[config.mk]
export PLATFORM = sky130hd
export DESIGN_NAME = mcb_burst_engine
export DESIGN_NICKNAME = d
export VERILOG_FILES = /design/src/rtl/mcb_pkg.sv /design/src/rtl/mcb_burst_calc.sv /design/src/rtl/mcb_burst_engine.sv
export SDC_FILE = /design/constraint.sdc
export NUM_CORES = 1
export LEC_CHECK = 0
export BUFFER_PORTS_ARGS = -buffer_cell sky130_fd_sc_hd__buf_2
export CORE_AREA = 2 2 249 251
export CTS_BUF_LIST = sky130_fd_sc_hd__clkbuf_16
export DETAILED_ROUTE_END_ITERATION = 10
export DIE_AREA = 0 0 251 253
export PLACE_DENSITY_LB_ADDON = 0.1
export SYNTH_ARGS = -nofsm -noshare
export SYNTH_HDL_FRONTEND = slang
export SYNTH_SLANG_ARGS = --single-unit
export TNS_END_PERCENT = 30
[constraint.sdc]
create_clock -name clk -period 11.71 [get_ports clk]
set_clock_uncertainty 0.05 [all_clocks]
set_input_delay 1.171 -clock clk [delete_from_list [all_inputs] [get_ports clk]]
set_output_delay 1.171 -clock clk [all_outputs]
set_load 0.03 [all_outputs]
[src/rtl/mcb_pkg.sv]
// Shared definitions for the MCB burst engine.
//   - MCB command instruction encodings (write, read, write/read with
//     auto-precharge, refresh).
//   - FSM state encoding used by mcb_burst_engine.
//   - MCB_MAX_BL: largest burst one MCB command can carry (bl field is 6 bits).
package mcb_pkg;

  localparam logic [2:0] MCB_CMD_WR = 3'b000;
  localparam logic [2:0] MCB_CMD_RD = 3'b001;
  localparam logic [2:0] MCB_CMD_WP = 3'b010;
  localparam logic [2:0] MCB_CMD_RP = 3'b011;
  localparam logic [2:0] MCB_CMD_RF = 3'b100;

  localparam int MCB_MAX_BL = 64;
  // Width able to hold a word count 0..MCB_MAX_BL inclusive.
  localparam int MCB_BL_W   = $clog2(MCB_MAX_BL) + 1;

  typedef enum logic [2:0] {
    ST_IDLE,
    ST_WR_FILL,
    ST_WR_CMD,
    ST_RD_CMD,
    ST_RD_DRAIN,
    ST_DONE
  } state_e;

endpackage

[src/rtl/mcb_burst_calc.sv]
// Combinational burst splitter.
// Given the words still to be commanded and the current byte address,
// produce the next burst length (min(remaining, MAX_BURST)), the byte
// address following that burst (30-bit wrap-around, no 4K split) and the
// words left afterwards.
// Ports:
//   rem_i        words not yet covered by a command
//   addr_i       byte address of the next command
//   blen_o       words in the next command
//   next_addr_o  byte address after this command
//   next_rem_o   words remaining after this command
module mcb_burst_calc
  import mcb_pkg::*;
#(
  parameter int DATA_WIDTH = 128,
  parameter int MAX_BURST  = 64,
  parameter int LEN_W      = 16
) (
  input  logic [LEN_W-1:0]    rem_i,
  input  logic [29:0]         addr_i,
  output logic [MCB_BL_W-1:0] blen_o,
  output logic [29:0]         next_addr_o,
  output logic [LEN_W-1:0]    next_rem_o
);

  localparam int               WORD_BYTES = DATA_WIDTH / 8;
  localparam logic [LEN_W-1:0] MAXB       = MAX_BURST[LEN_W-1:0];
  localparam logic [29:0]      WB         = WORD_BYTES[29:0];

  logic [LEN_W-1:0] take;

  always_comb begin
    take        = (rem_i < MAXB) ? rem_i : MAXB;
    blen_o      = MCB_BL_W'(take);
    next_addr_o = addr_i + 30'(take) * WB;
    next_rem_o  = rem_i - take;
  end

endmodule

[src/rtl/mcb_burst_engine.sv]
// User-port adapter for one Spartan-6 MCB port.
// Takes one long transfer request and splits it into MCB bursts of at most
// MAX_BURST words. Write commands are issued once the write FIFO holds the
// whole burst; read commands are issued only when the read FIFO has room
// for the whole burst (outstanding + blen <= FIFO_DEPTH).
// Optional feature macro: MCB_ERR_LATCH_EN -- when defined, err_status
// latches {rd_err, rd_ovf, wr_err, wr_unr}; when undefined it is tied to 0.
// Ports:
//   u_req/u_req_rdy/u_req_wr/u_req_addr/u_req_len   request handshake
//   u_wr_data/u_wr_en/u_wr_rdy                      write data in
//   u_rd_data/u_rd_valid/u_rd_en                    read data out
//   u_done                                          1-cycle completion pulse
//   mcb_cmd_*                                       MCB command port
//   mcb_wr_*                                        MCB write data FIFO
//   mcb_rd_*                                        MCB read data FIFO
//   err_status                                      sticky MCB error flags
module mcb_burst_engine
  import mcb_pkg::*;
#(
  parameter int DATA_WIDTH = 128,
  parameter int MAX_BURST  = 64,
  parameter int FIFO_DEPTH = 64,
  parameter int LEN_W      = 16
) (
  input  logic                    clk,
  input  logic                    rst_n,
  input  logic                    u_req,
  output logic                    u_req_rdy,
  input  logic                    u_req_wr,
  input  logic [29:0]             u_req_addr,
  input  logic [LEN_W-1:0]        u_req_len,
  input  logic [DATA_WIDTH-1:0]   u_wr_data,
  input  logic                    u_wr_en,
  output logic                    u_wr_rdy,
  output logic [DATA_WIDTH-1:0]   u_rd_data,
  output logic                    u_rd_valid,
  input  logic                    u_rd_en,
  output logic                    u_done,
  output logic                    mcb_cmd_en,
  output logic [2:0]              mcb_cmd_instr,
  output logic [5:0]              mcb_cmd_bl,
  output logic [29:0]             mcb_cmd_byte_addr,
  input  logic                    mcb_cmd_full,
  output logic                    mcb_wr_en,
  output logic [DATA_WIDTH/8-1:0] mcb_wr_mask,
  output logic [DATA_WIDTH-1:0]   mcb_wr_data,
  input  logic                    mcb_wr_full,
  input  logic                    mcb_wr_underrun,
  input  logic                    mcb_wr_error,
  output logic                    mcb_rd_en,
  input  logic [DATA_WIDTH-1:0]   mcb_rd_data,
  input  logic                    mcb_rd_empty,
  input  logic                    mcb_rd_overflow,
  input  logic                    mcb_rd_error,
  output logic [3:0]              err_status
);

  localparam int            OW      = LEN_W + 1;
  localparam logic [OW:0]   DEPTH_L = FIFO_DEPTH[OW:0];

  state_e                state_q, state_d;
  logic [29:0]           addr_q, addr_d;
  logic [LEN_W-1:0]      rem_q, rem_d;
  logic [LEN_W-1:0]      len_q, len_d;
  logic [LEN_W-1:0]      popped_q, popped_d;
  logic [MCB_BL_W-1:0]   cnt_q, cnt_d;
  logic [OW-1:0]         out_q, out_d;
  logic                  cmd_q, cmd_d;

  logic [MCB_BL_W-1:0]   blen;
  logic [29:0]           next_addr;
  logic [LEN_W-1:0]      next_rem;
  logic [OW:0]           need;
  logic                  rd_phase, issue, req_take;

  mcb_burst_calc #(
    .DATA_WIDTH (DATA_WIDTH),
    .MAX_BURST  (MAX_BURST),
    .LEN_W      (LEN_W)
  ) u_calc (
    .rem_i       (rem_q),
    .addr_i      (addr_q),
    .blen_o      (blen),
    .next_addr_o (next_addr),
    .next_rem_o  (next_rem)
  );

  // Read FIFO occupancy if the next burst were commanded now.
  assign need = {1'b0, out_q} + {{(OW + 1 - MCB_BL_W){1'b0}}, blen};

  assign u_rd_data   = mcb_rd_data;
  assign mcb_wr_mask = '0;
  assign mcb_wr_data = mcb_wr_en ? u_wr_data : '0;

  always_comb begin
    state_d           = state_q;
    addr_d            = addr_q;
    rem_d             = rem_q;
    len_d             = len_q;
    popped_d          = popped_q;
    cnt_d             = cnt_q;
    out_d             = out_q;
    cmd_d             = 1'b0;
    issue             = 1'b0;
    req_take          = 1'b0;
    u_req_rdy         = 1'b0;
    u_wr_rdy          = 1'b0;
    mcb_wr_en         = 1'b0;
    mcb_cmd_en        = 1'b0;
    mcb_cmd_instr     = 3'b000;
    mcb_cmd_bl        = 6'd0;
    mcb_cmd_byte_addr = 30'd0;
    u_done            = 1'b0;

    rd_phase   = (state_q == ST_RD_CMD) || (state_q == ST_RD_DRAIN);
    u_rd_valid = rd_phase & ~mcb_rd_empty;
    mcb_rd_en  = u_rd_valid & u_rd_en;
    if (mcb_rd_en) popped_d = popped_q + 1'b1;

    case (state_q)
      ST_IDLE: begin
        u_req_rdy = 1'b1;
        // A zero-length request is dropped without leaving IDLE.
        if (u_req && (u_req_len != '0)) begin
          req_take = 1'b1;
          addr_d   = u_req_addr;
          rem_d    = u_req_len;
          len_d    = u_req_len;
          popped_d = '0;
          cnt_d    = '0;
          out_d    = '0;
          state_d  = u_req_wr ? ST_WR_FILL : ST_RD_CMD;
        end
      end
      ST_WR_FILL: begin
        u_wr_rdy  = ~mcb_wr_full;
        mcb_wr_en = u_wr_en & u_wr_rdy;
        if (mcb_wr_en) begin
          if (cnt_q + 1'b1 == blen) begin
            cnt_d   = '0;
            state_d = ST_WR_CMD;
          end else begin
            cnt_d = cnt_q + 1'b1;
          end
        end
      end
      ST_WR_CMD: begin
        if (!mcb_cmd_full) begin
          mcb_cmd_en        = 1'b1;
          mcb_cmd_instr     = MCB_CMD_WP;
          mcb_cmd_bl        = 6'(blen - 1'b1);
          mcb_cmd_byte_addr = addr_q;
          cmd_d             = 1'b1;
          addr_d            = next_addr;
          rem_d             = next_rem;
          state_d           = (next_rem == '0) ? ST_DONE : ST_WR_FILL;
        end
      end
      ST_RD_CMD: begin
        // cmd_q forces an idle cycle between consecutive read commands.
        if (!mcb_cmd_full && !cmd_q && (need <= DEPTH_L)) begin
          issue             = 1'b1;
          mcb_cmd_en        = 1'b1;
          mcb_cmd_instr     = MCB_CMD_RP;
          mcb_cmd_bl        = 6'(blen - 1'b1);
          mcb_cmd_byte_addr = addr_q;
          cmd_d             = 1'b1;
          addr_d            = next_addr;
          rem_d             = next_rem;
          if (next_rem == '0) state_d = ST_RD_DRAIN;
        end
      end
      ST_RD_DRAIN: begin
        if (popped_q == len_q) state_d = ST_DONE;
      end
      ST_DONE: begin
        u_done  = 1'b1;
        state_d = ST_IDLE;
      end
      default: state_d = ST_IDLE;
    endcase

    // Outstanding read words: commanded minus popped, both can happen together.
    if (rd_phase) begin
      out_d = out_q
            + (issue ? {{(OW - MCB_BL_W){1'b0}}, blen} : '0)
            - {{(OW - 1){1'b0}}, mcb_rd_en};
    end
  end

  always_ff @(posedge clk or negedge rst_n) begin
    if (!rst_n) begin
      state_q  <= ST_IDLE;
      addr_q   <= '0;
      rem_q    <= '0;
      len_q    <= '0;
      popped_q <= '0;
      cnt_q    <= '0;
      out_q    <= '0;
      cmd_q    <= 1'b0;
    end else begin
      state_q  <= state_d;
      addr_q   <= addr_d;
      rem_q    <= rem_d;
      len_q    <= len_d;
      popped_q <= popped_d;
      cnt_q    <= cnt_d;
      out_q    <= out_d;
      cmd_q    <= cmd_d;
    end
  end

`ifdef MCB_ERR_LATCH_EN
  logic [3:0] err_q, err_d;

  // A new request clears history; an error in the same cycle still sticks.
  always_comb begin
    err_d = req_take ? 4'b0000 : err_q;
    err_d = err_d | {mcb_rd_error, mcb_rd_overflow, mcb_wr_error, mcb_wr_underrun};
  end

  always_ff @(posedge clk or negedge rst_n) begin
    if (!rst_n) err_q <= 4'b0000;
    else        err_q <= err_d;
  end

  assign err_status = err_q;
`else
  logic unused_err;
  assign unused_err = ^{mcb_rd_error, mcb_rd_overflow, mcb_wr_error, mcb_wr_underrun, req_take};
  assign err_status = 4'b0000;
`endif

endmodule

==> out/qor.yml, run 1 <==
die:
  io_pins: 637
  die-area_um2: 63500
  core_um2: 61000
  die_y_um: 253
  row_count: 91
  die_w_um: 251
  initial_utilization_pct: 17.2
sta:
  worst_slew_pin_slew_ps: 1300
  post-route-period-util_pct: 66.8
  setup_viol_count_final: 0
  hold_viol: 0
  drv_slew: 0
  max_freq_mhz: 128
  setup_ws_ps: 3890
  final.setup.tns_ps: 0
  min_period_ps: 7820
  relSlewSlack_pct: 12.6
  rsz0062_at_grt: "false"
  fin_hold_ws_ps: 419
global_route:
  antenna_found_initial: 30
  overflow: 0
  grtUsageTotal_pct: 17.8
  grt_pass1_vias: 9933
  grt_pass1_wl_um: 78400
  grt_max_degree: 97
setup_path:
  rrSetupSlack_ps: 3890
  r2r-start: "rem_q[6]"
  worst_ep_required_time_ps: 11980
  cp-start-kind: "register"
  crit_type: "register to register"
  reg2reg_to: "out_q[16]"
  cp-end-kind: "register"
  cp.arrival_ps: 8090
  r2r_cells: 24
  crit_path_max_fanout: 31
logic_synthesis:
  async_flop_share_pct: 100
  yosysWarnings: 0
  syn_area_um2: 10500
  synth_enable_flop_cells: 0
  syn_inst: 1329
  yosys_register_bits: 106
  synth_cell_types: 81
  seq_area_frac_synth_pct: 25.3
  ys.flop_type: "dfrtp_1"
  syn_area_per_cell_um2: 7.90
detailed_routing:
  drc: 0
  routed_wl_um: 57900
  wl_met1_um: 25000
  drt_iter0_drc: 559
  wl_met3_um: 5180
  vias_per_cell: 4.38
  vias: 10200
  firstDrtPassIters: 6
  ant_nets: 0
  met2WireLength_um: 26100
  highest_layer: "met5"
  wl_per_cell_um: 24.9
hold_path:
  holdPathEnd: "addr_q[2]"
  hp-class: "register to register"
  hold_depth: 2
  hp-start: "addr_q[2]"
placed_design:
  hpwlAfterDp_um: 47600
  pre_cts_ws_ps: 3890
  globalplace.congestion: 0.851
  placed_area_um2: 12100
  io_buffer_count: 355
power_and_ir_drop:
  leakagePower_nw: 6.25
  powerDensity_nw_per_um2: 235
  vdd_drop_max_v: 0.0000926
run:
  maxCapViolCount: 0
cts:
  cts.hold.buffers_added: 0
  cts.path.max_buffers: 2
  cts_tree: "built"
  clock_latency_ps: 400
  ctsResizeCount: 0
  cts-root-buf: "clkbuf_16"
  postCtsSetupRepairBufs: 0
  htreeDepth: 3
  cts_buffers: 9
  path_clk_slew_ps: 90
  clock-sinks: 106
cells_and_area:
  syn_to_final_growth_pct: 18.7
  postLayoutCellArea_um2: 12500
  mostFrequentLayoutCells: "354 x buf_2, 167 x and2_1, 145 x nand2_1"
  final_layout_size_suffix_gt1_share_pct: 27.6
  nets: 1901
  layout_commonest_cell: "buf_2"
status:
  status: "complete, no violations"
[cells by family (layout without fill, tap and decap cells)]
logic type / after synthesis / in the layout / share of synthesized area, %
AND/OR/NAND/NOR: 535 / 535 / 27.0
flip-flops: 106 / 106 / 25.3
AO/OA/AOI/OAI: 265 / 265 / 17.1
multiplexers: 20 / 20 / 2.05
buffers and inverters: 273 / 443 / 15.2
XOR/XNOR: 65 / 65 / 5.55
other: 2 / 38 / 0.0715
adder cells (fa/ha/maj): 63 / 63 / 7.72
[layout make-up]
| cell class | count | area (µm²) |
|---|---|---|
| inverters | 58 | 218 |
| repair buffers | 369 | 1880 |
| diodes | 7 | 17.5 |
| well taps | 790 | 988 |
| fillers | 6940 | 48600 |
| multi-input cells | 979 | 6380 |
| clock inverters | 7 | 105 |
| flip-flops and latches | 106 | 2650 |
| clock buffers | 9 | 225 |
[flip-flops by register name (all words and copies together), names as in the netlist]
name,flops
len_q,16
cmd_q,1
out_q,17
rem_q,16
addr_q,30
state_q,3
popped_q,16
cnt_q,7
[metrics by stage]
stage          power, mW  utilization [%]  std cells
6_report            2.93             20.4       2325
5_1_grt             3.20             20.4       2318
3_5_place_dp        2.59             19.9       2302
4_1_cts             2.98             20.4       2318
2_1_floorplan       2.06                -       1358
3_3_place_gp        2.59             19.9       2302
[per-layer routing]
layer,vias up,global-route usage [%]
li1,4782,-
met1,4890,22.7
met2,458,27.9
met3,57,6.46
met4,6,5.51
met5,-,0
[worst max-delay path: stages (launching register included)]
cell	delay, ps
dfrtp_1	540
or4_4	570
nor3_4	600
nand2_1	340
inv_1	200
ha_1	230
fa_1	230
nand3_1	160
a211oi_1	390
o2111ai_1	200
mux2i_1	180
nor3b_1	260
and4_1	650
buf_4	520
nand2_1	120
ha_1	300
inv_1	40
ha_1	280
o21a_1	160
o21ai_0	110
a21oi_1	360
o211ai_1	190
a21boi_0	480
mux2_2	390
o21ai_0	150
[where the power goes]
part | internal [mW] | switching (mW)
combinational | 0.671 | 1.18
clock | 0.176 | 0.191
sequential | 0.514 | 0.205
total | 1.36 | 1.57
[cell usage after synthesis, drive strengths merged (7+ instances only)]
master	count	area, µm²
a31oi	21	131
xor2	40	350
o21a	11	82.6
and4	7	61.3
xnor2	24	210
ha	60	751
nor2b	7	43.8
a21o	13	97.6
o21bai	8	60.1
nand4	10	62.6
nand2	145	544
buf	156	1160
a21oi	47	239
mux2	12	135
and3	12	75.1
a22o	8	70.1
o22ai	7	43.8
nand3	32	160
nor3	33	181
clkbuf	59	221
mux2i	8	80.1
dfrtp	106	2650
nor3b	8	65.1
a211oi	13	97.6
o21ai	69	345
and2	167	1040
or3	12	90.1
inv	58	218
a22oi	7	52.6
nor2	66	248
o211ai	11	82.6
nor4	12	75.1
[worst max-delay path by stage]
stage	from	cells after the start	endpoint
6_report	rem_q[6]	24	out_q[16]
2_1_floorplan	rem_q[8]	29	out_q[16]
5_1_grt	rem_q[6]	24	out_q[16]
4_1_cts	rem_q[6]	24	out_q[16]
3_5_place_dp	rem_q[6]	24	out_q[16]
3_3_place_gp	rem_q[6]	22	out_q[16]
Note: power is estimated with default switching activity, not from simulation.
==> inputs of run 2 (changes only) <==
==> constraint.sdc (replaced) <==
create_clock -name clk -period 7.2 [get_ports clk]
set_clock_uncertainty 0.05 [all_clocks]
set_input_delay 0.72 -clock clk [delete_from_list [all_inputs] [get_ports clk]]
set_output_delay 0.72 -clock clk [all_outputs]
set_load 0.03 [all_outputs]
==> run 2 against run 1 <==
Via count grew 0.69%. Critical path depth is 2 higher. Largest power group unchanged. Register-to-register slack lost 3300 ps. Final area up 0.94%. Critical path type unchanged.
==> out/qor.yml, run 2 (synthesis results as in run 1) <==
status:
  status: "complete, no violations"
die:
  die-area_um2: 63500  # unchanged
  core_um2: 61000  # unchanged
  die_y_um: 253  # unchanged
  die_w_um: 251  # unchanged
  row_count: 91  # unchanged
  initial_utilization_pct: 17.2  # unchanged
  io_pins: 637  # unchanged
cts:
  cts_buffers: 9  # unchanged
  clock_latency_ps: 400  # about the same
  cts.hold.buffers_added: 0  # unchanged
  path_clk_slew_ps: 90  # about the same
  cts.path.max_buffers: 2  # unchanged
  cts_tree: "built"
  htreeDepth: 3  # unchanged
  clock-sinks: 106  # unchanged
  cts-root-buf: "clkbuf_16"
sta:
  min_period_ps: 6570  # -1250 ps
  hold_viol: 0  # unchanged
  drv_slew: 0  # unchanged
  relSlewSlack_pct: 23.7  # +11 points
  post-route-period-util_pct: 91.3  # +25 points
  final.setup.tns_ps: 0  # unchanged
  worst_slew_pin_slew_ps: 1140  # -166 ps
  rsz0062_at_grt: "false"
  max_freq_mhz: 152  # +19%
  setup_viol_count_final: 0  # unchanged
detailed_routing:
  wl_met3_um: 5630  # +8.6%
  wl_met1_um: 24600  # -1.5%
  drt_iter0_drc: 678  # +21%
  met2WireLength_um: 26400  # +1.2%
  vias_per_cell: 4.38  # about the same
  drc: 0  # unchanged
  wl_per_cell_um: 24.9  # about the same
  vias: 10300  # +0.69%
  firstDrtPassIters: 5  # -1
  routed_wl_um: 58400  # +0.87%
  ant_nets: 0  # unchanged
  highest_layer: "met5"
setup_path:
  cp-start-kind: "register"
  rrSetupSlack_ps: 630  # -3260 ps
  r2r_cells: 26  # +8.3%
  crit_path_max_fanout: 9  # -71%
  reg2reg_to: "out_q[14]"
  worst_ep_required_time_ps: 7490  # -4490 ps
  r2r-start: "rem_q[8]"
  cp-end-kind: "register"
  crit_type: "register to register"
  cp.arrival_ps: 6860  # -1230 ps
cells_and_area:
  largest_reg_flops: 30  # unchanged
  top_register: "addr_q"
  layout_commonest_cell: "buf_2"
  fill_cells: 6921  # -0.27%
  top_regs: "addr_q: 30 flops, out_q: 17 flops"
  seqCellArea_um2: 2650  # unchanged
  syn_to_final_growth_pct: 19.8
  mostFrequentLayoutCells: "354 x buf_2, 167 x and2_1, 145 x nand2_1"
  final_layout_size_suffix_gt1_share_pct: 28.4  # +0.81 points
  nets: 1918  # +0.89%
  multiInputGateArea_um2: 6380  # about the same
global_route:
  overflow: 0  # unchanged
  antenna_found_initial: 35  # +17%
  grt_pass1_vias: 9803  # -1.3%
  grt_max_degree: 126  # +30%
  grtUsageTotal_pct: 17.9  # +0.11 points
  grt_pass1_wl_um: 78400  # about the same
power_and_ir_drop:
  leakagePower_nw: 6.32  # +1.1%
  power_mw: 4.77  # +63%
  powerDensity_nw_per_um2: 379  # +61%
  vdd_drop_max_v: 0.000156  # +68%
hold_path:
  hp-class: "primary input to async pin"
placed_design:
  io_buffer_count: 355  # unchanged
  globalplace.congestion: 0.838  # -1.5%
  hpwlAfterDp_um: 48300  # +1.6%
run:
  maxCapViolCount: 0  # unchanged
-- run 2: cell types whose count changed in the layout (fill, tap and decap cells not counted), sizes merged --
cell	previous run	this run
buf	369	386
bufinv	1	0
clkinv	2	3
diode	7	9
inv	62	61
-- run 2: worst max-delay path by stage --
stage,startpoint,end,slack [ps],depth (start not counted)
after floorplan,rem_q[8],out_q[16],830,29
after global routing,rem_q[8],out_q[14],50,26
after global placement,rem_q[8],out_q[16],530,26
after detailed placement,rem_q[8],out_q[16],490,26
after CTS,rem_q[8],out_q[16],420,26
final,rem_q[8],out_q[14],630,26
-- run 2: layer usage --
layer	vias up	GRT usage [%]
met4	6	6.24
met2	470	28.3
met3	57	6.09
met1	4907	22.7
met5	-	0
li1	4823	-
-- run 2: repair_timing --
action | 4_1_cts | 5_1_grt
endpoints found under the setup margin | 0 | 2
hold endpoints to repair | 0 | 0
resized for setup | 0 | 1
buffers inserted | 0 | 0
-- run 2: stage by stage --
stage	util, %	instance area, µm²	hold slack [ps]	std cells	setup WS, ps
after floorplan	-	10600	374	1358	828
after global placement	20.1	12300	394	2319	533
after detailed placement	20.1	12300	398	2319	488
after CTS	20.6	12600	264	2334	423
after global routing	20.6	12600	276	2334	46.8
final	20.6	12600	248	2343	628
-- run 2: critical path, stage by stage, from the launching register on --
cell       delay (ps)
dfrtp_1           460
or4_4             600
nor3_4            330
nand2_1           230
inv_1             200
ha_1              250
fa_1              240
nand3_1           130
a211oi_2          300
o2111ai_1         170
mux2i_1           190
nor3b_1           260
and4_1            370
buf_4             220
nand2_1            70
ha_1              260
inv_1              40
ha_1              320
nor2b_1           140
o21a_1            170
o21ai_0           260
a21oi_1           160
o211ai_1          260
a21boi_0          200
buf_4             180
or3_1             330
nand3_1            80
-- run 2: layout make-up --
type                    count  share of cell area (%)
clock inverters             6                   0.477
clock buffers               9                    1.79
flip-flops and latches    106                    21.1
well taps                 790                    7.85
diodes                      9                   0.179
multi-input cells         979                    50.7
inverters                  58                    1.73
repair buffers            386                    16.2
-- run 2: where the power goes --
part	internal [mW]	switching [mW]
registers	0.836	0.338
clock network	0.242	0.297
logic	1.15	1.91
total	2.22	2.55
